[src/rtl/branch_pc_ctrl.sv]
// branch_pc_ctrl: fetch-side program counter controller.
// Issues instruction fetches, follows EX-stage branch/jump redirects and
// flushes the instruction sitting in decode whenever a redirect is applied.
//
// state   | meaning
// --------+-----------------------------------------------------------------
// S_IDLE  | one quiet cycle after reset; no request issued
// S_FETCH | free to issue a fetch at pc, or apply a redirect immediately
// S_WAIT  | fetch at pc outstanding; request held until imem_ready
//
// A redirect that arrives while a fetch is outstanding cannot abandon the
// memory transaction, so its target is parked in a pending register (newest
// wins) and applied when the transaction completes. The returned instruction
// is then thrown away because it belongs to the wrong path.
module branch_pc_ctrl #(
    parameter logic [31:0] RESET_PC = 32'h0000_0000
) (
    input  logic        clk,
    input  logic        rst,
    input  logic        stall,
    input  logic        br_taken,
    input  logic        jmp,
    input  logic [31:0] br_base,
    input  logic [31:0] br_offset,
    input  logic [25:0] jmp_index,
    input  logic        imem_ready,
    output logic        imem_req,
    output logic [31:0] imem_addr,
    output logic        if_valid,
    output logic [31:0] if_pc,
    output logic        flush
);

    typedef enum logic [1:0] {
        S_IDLE  = 2'd0,
        S_FETCH = 2'd1,
        S_WAIT  = 2'd2
    } state_t;

    state_t      r_state;
    state_t      w_next_state;

    logic [31:0] r_pc;
    logic [31:0] r_if_pc;
    logic        r_if_valid;
    logic        r_flush;
    logic        r_pend_valid;
    logic [31:0] r_pend_pc;

    logic        w_redirect;
    logic [31:0] w_br_target;
    logic [31:0] w_jmp_target;
    logic [31:0] w_redir_target;
    logic [31:0] w_seq_pc;

    logic        w_req;
    logic        w_apply;
    logic [31:0] w_apply_pc;
    logic        w_complete;
    logic        w_latch_pend;
    logic        w_clear_pend;

    // Target arithmetic; all sums wrap modulo 2^32.
    assign w_redirect     = br_taken | jmp;
    assign w_br_target    = br_base + (br_offset << 2);
    assign w_jmp_target   = {br_base[31:28], jmp_index, 2'b00};
    assign w_redir_target = br_taken ? w_br_target : w_jmp_target;
    assign w_seq_pc       = r_pc + 32'd4;

    // State register.
    always_ff @(posedge clk) begin
        if (rst) begin
            r_state <= S_IDLE;
        end else begin
            r_state <= w_next_state;
        end
    end

    // Next-state decode.
    always_comb begin
        w_next_state = r_state;
        case (r_state)
            S_IDLE: begin
                w_next_state = S_FETCH;
            end
            S_FETCH: begin
                if (!w_redirect && !stall && !imem_ready) begin
                    w_next_state = S_WAIT;
                end
            end
            S_WAIT: begin
                if (imem_ready) begin
                    w_next_state = S_FETCH;
                end
            end
            default: begin
                w_next_state = S_IDLE;
            end
        endcase
    end

    // Output and datapath-control decode for the current state.
    always_comb begin
        w_req        = 1'b0;
        w_apply      = 1'b0;
        w_apply_pc   = w_redir_target;
        w_complete   = 1'b0;
        w_latch_pend = 1'b0;
        w_clear_pend = 1'b0;
        case (r_state)
            S_FETCH: begin
                if (w_redirect) begin
                    // Redirect overrides stall and suppresses this cycle's fetch.
                    w_apply = 1'b1;
                end else if (!stall) begin
                    w_req      = 1'b1;
                    w_complete = imem_ready;
                end
            end
            S_WAIT: begin
                // Request stays up regardless of stall until memory completes.
                w_req = 1'b1;
                if (imem_ready) begin
                    w_clear_pend = 1'b1;
                    if (w_redirect) begin
                        w_apply = 1'b1;
                    end else if (r_pend_valid) begin
                        w_apply    = 1'b1;
                        w_apply_pc = r_pend_pc;
                    end else begin
                        w_complete = 1'b1;
                    end
                end else if (w_redirect) begin
                    w_latch_pend = 1'b1;
                end
            end
            default: begin
                w_req = 1'b0;
            end
        endcase
    end

    // PC, fetch-result, flush and pending-redirect registers.
    always_ff @(posedge clk) begin
        if (rst) begin
            r_pc         <= RESET_PC;
            r_if_pc      <= 32'h0000_0000;
            r_if_valid   <= 1'b0;
            r_flush      <= 1'b0;
            r_pend_valid <= 1'b0;
            r_pend_pc    <= 32'h0000_0000;
        end else begin
            r_flush <= w_apply;
            if (w_apply) begin
                r_pc       <= w_apply_pc;
                r_if_valid <= 1'b0;
            end else if (w_complete) begin
                r_pc       <= w_seq_pc;
                r_if_pc    <= r_pc;
                r_if_valid <= 1'b1;
            end
            if (w_latch_pend) begin
                r_pend_valid <= 1'b1;
                r_pend_pc    <= w_redir_target;
            end else if (w_clear_pend) begin
                r_pend_valid <= 1'b0;
            end
        end
    end

    // Reset masks the combinational request and the flush pulse immediately.
    assign imem_req  = w_req & ~rst;
    assign imem_addr = r_pc;
    assign if_valid  = r_if_valid;
    assign if_pc     = r_if_pc;
    assign flush     = r_flush & ~rst;

endmodule

[config.mk]
export PLATFORM = sky130hd
export DESIGN_NAME = branch_pc_ctrl
export DESIGN_NICKNAME = d
export VERILOG_FILES = /design/src/rtl/branch_pc_ctrl.sv
export SDC_FILE = /design/constraint.sdc
export NUM_CORES = 1
export LEC_CHECK = 0
export BUFFER_PORTS_ARGS = -buffer_cell sky130_fd_sc_hd__buf_2
export CAP_MARGIN = 30
export CORE_MARGIN = 2
export CORE_UTILIZATION = 40
export CTS_CLUSTER_DIAMETER = 100
export DETAILED_ROUTE_END_ITERATION = 7
export HOLD_SLACK_MARGIN = 0.12
export PLACE_DENSITY = 0.75
export SLEW_MARGIN = 5
export SYNTH_ARGS = -nofsm -noshare
export SYNTH_HDL_FRONTEND = slang
export SYNTH_SLANG_ARGS = --single-unit
[constraint.sdc]
create_clock -name clk -period 2.96 [get_ports clk]
set_input_delay 0 -clock clk [delete_from_list [all_inputs] [get_ports clk]]
set_output_delay 0 -clock clk [all_outputs]
set_load 0.05 [all_outputs]
==> results by group <==
Place
  – HPWL after detailed placement: 13300 µm
  – Routability cong.: 0.883
  – DP Area: 7270 µm²
  – Port bufs: 160

STA
  – RSZ-0062 raised after global routing: no
  – Slew Viols, Final: 0
  – Clock skew: 0.0110 ns
  – FMAX: 0.371 GHz
  – Max-slew headroom: 49.8%
  – Final Hold Violating Endpoints: 0
  – Transition time of the tightest slew-check pin: 0.753 ns
  – Setup TNS: 0 ns
  – Final setup fails: 0
  – Fin crit period: 2.70 ns
  – Final worst path period share: 91.2%

Run
  – MaxCap Viol Count: 0

Global route
  – Initial antenna violation count: 0
  – Largest net degree at the start of global routing: 72
  – First-pass GRT wire length: 28700 µm
  – Vias in the first global route: 5498
  – Grt ovf: 0
  – GRT Total Usage: 21.2%

Logic synthesis
  – Ys flop type: dfxtp_1
  – Sequential fraction of the synthesis area: 32.2%
  – Synth unique cells: 70
  – Number of synthesized flops with an enable pin: 0
  – Gate count of the mapped netlist: 809
  – Avg Cell Area, Syn: 7.77 µm²
  – Syn_nets: 939
  – YS warnings: 0
  – Flops & latches, synth: 101
  – Async SR Flop Fraction: 0%
  – Synthesized cell area: 6280 µm²

Clock network
  – H-tree Lvls: 3
  – Worst skew pair latency: 0.34 ns
  – Root Buffer Master: clkbuf_16
  – Max clock buf depth: 2
  – Clk sink count: 101
  – Clock-pin slew on the worst setup and hold paths: 0.07 ns
  – Post-CTS Setup Bufs: 0
  – CTS buffer count: 9
  – CTS tree: yes

Drt
  – Routed WL per cell: 15.1 µm
  – WL final: 18100 µm
  – Routed vias: 6397
  – Residual DRC: 0
  – DR vias/cell: 5.35
  – Final antenna-violating net count: 0
  – Iteration-0 DRC Markers: 387
  – First drt pass iteration count: 5

Power
  – Peak VDD IR: 0.000248 V
  – Power density over the cells: 438 nW/µm²
  – Leakage power: 3.28 nW

Cells and area
  – Final instance area: 7900 µm²
  – Area Overhead vs Synth: 25.7%
  – Fin util: 51.8%
  – Share of cells above drive strength 1: 21.6%
  – Layout Nets: 1109

Critical path
  – R2R depth: 11
  – Crit-path slowest cell: or4_1
  – CP max FO: 5
  – Crit path DAT: 2.92 ns
  – CP required: 3.18 ns
  – Crit path launch: br_base[28]
  – Crit path capture type: register
  – Reg-to-reg setup timing slack: 0.29 ns
  – Crit path cell chain: dlygate4sd3_1 -> buf_2 -> ha_1 -> nand4_2 -> or4_1 -> a211oi_1 -> nor3_1 -> mux2i_1 -> nor2_1 -> or3_1
  – R2r startpoint: r_state[0]
  – Crit Path Class: primary input to register
  – Worst setup SP type: primary input
  – Critical path's largest stage delay: 0.56 ns

Floorplan
  – Die height: 129 µm
  – # IOs: 163
  – Die X: 129 µm
  – Num rows: 45
  – Initial Util: 41.2%
  – Core area: 15300 µm²
  – Die ar.: 16700 µm²

Min path
  – Hold Crit Class: primary input to register
  – Hold Path Origin: jmp_index[18]
  – Hold depth: 4

Outcome
  – Outcome: completed
[what timing repair did]
item	in CTS	in global routing
resized for setup	0	0
endpoints found under the hold margin	38	0
hold buffers	35	0
[flip-flops by register name (all words and copies together), names as in the netlist]
name / cells
if_pc: 32
r_state: 2
r_pend_valid: 1
r_pend_pc: 32
if_valid: 1
imem_addr: 32
r_flush: 1
[placed cells by master, fill, tap and decap left out, drive strengths merged, types with 4 or more instances in the layout]
master,count
nor3,21
nand3,20
xnor2,26
nor2b,8
a211oi,40
a221oi,5
clkbuf,11
o22ai,6
nand4,16
dfxtp,101
a21oi,85
inv,19
buf,173
o21bai,5
o32ai,5
o41ai,4
o21ai,25
a21o,12
nor2,98
dlygate4sd3,35
nand2,116
or3,6
mux2i,14
clkinv,5
nand2b,7
xor2,25
ha,33
a311oi,8
o21a,6
[cell usage after synthesis (3+ instances only)]
cell type | number | share of area, %
mux2i_1 | 14 | 2.2
o32ai_1 | 5 | 0.70
dfxtp_1 | 101 | 32
xnor2_1 | 26 | 3.6
nand3_1 | 20 | 1.6
nor2b_1 | 8 | 0.80
a21o_1 | 12 | 1.4
nand4_1 | 14 | 1.4
o22ai_1 | 6 | 0.60
xor2_1 | 25 | 3.5
buf_2 | 4 | 0.32
nand2b_1 | 6 | 0.60
inv_1 | 19 | 1.1
a221oi_1 | 5 | 0.70
or3_1 | 6 | 0.60
and3_1 | 3 | 0.30
a21oi_1 | 83 | 6.6
clkbuf_1 | 43 | 2.6
o31ai_1 | 3 | 0.36
ha_1 | 33 | 6.6
o21ai_0 | 24 | 1.9
o211ai_1 | 3 | 0.36
nor2_1 | 97 | 5.8
and4_1 | 3 | 0.42
nand3b_1 | 3 | 0.36
a311oi_1 | 7 | 0.98
nor3_1 | 20 | 1.6
o21a_1 | 5 | 0.60
nand2_1 | 116 | 6.9
a31oi_1 | 3 | 0.30
o21bai_1 | 5 | 0.60
a211oi_1 | 39 | 4.7
[metrics by stage]
| stage | hold WS, ns | cells | power [mW] | setup slack, ns |
|---|---|---|---|---|
| 4_1_cts | 0.169 | 1194 | 3.47 | 0.291 |
| 2_1_floorplan | 0.172 | 809 | 2.09 | 0.320 |
| 3_5_place_dp | 0.293 | 1144 | 2.34 | 0.0497 |
| 3_3_place_gp | 0.287 | 1144 | 2.33 | 0.0938 |
| 6_report | 0.177 | 1195 | 3.46 | 0.261 |
| 5_1_grt | 0.242 | 1194 | 3.62 | 0.0303 |
[critical path, delay by kind of cell]
family	cells	cell delay, ns
AO/OA/AOI/OAI	1	0.22
adder cells (fa/ha/maj)	1	0.41
buffers and inverters	2	0.67
multiplexers	1	0.37
AND/OR/NAND/NOR	5	1.24
[metal layers]
metal | global-route usage (%) | vias up | wire length, µm
li1 | - | 3245 | -
met1 | 32.5 | 2879 | 8950
met2 | 31.2 | 253 | 7680
met3 | 2.35 | 20 | 1220
met4 | 5.63 | 0 | 209
met5 | 0 | - | 0
[area by class of cell]
| class | count | area, µm² |
|---|---|---|
| diodes | 1 | 2.50 |
| clock buffers | 11 | 253 |
| clock inverters | 4 | 23.8 |
| fillers | 1458 | 7360 |
| inverters | 20 | 75.1 |
| multi-input cells | 639 | 4010 |
| flip-flops and latches | 101 | 2020 |
| well taps | 211 | 264 |
| repair buffers | 208 | 1250 |
[report_power, final]
part	switching (mW)	leakage [nW]	total, mW	internal, mW
logic	0.552	2.32	0.897	0.345
clock network	0.498	0.141	1.11	0.609
registers	0.0567	0.816	1.45	1.40
total	1.11	3.28	3.46	2.35
[final timing paths]
kind | end
min reg2reg | if_pc[10]
min | r_pend_pc[20]
max reg2reg | imem_addr[24]
max | imem_addr[31]
[cells by family after synthesis]
group	share of synthesized area (%)
buf+inv	4.20
fa+ha+maj	6.89
mux	2.47
flops	32.2
xor+xnor	7.11
compound gates	24.4
simple gates	22.7
Note: power is estimated with default switching activity, not from simulation.
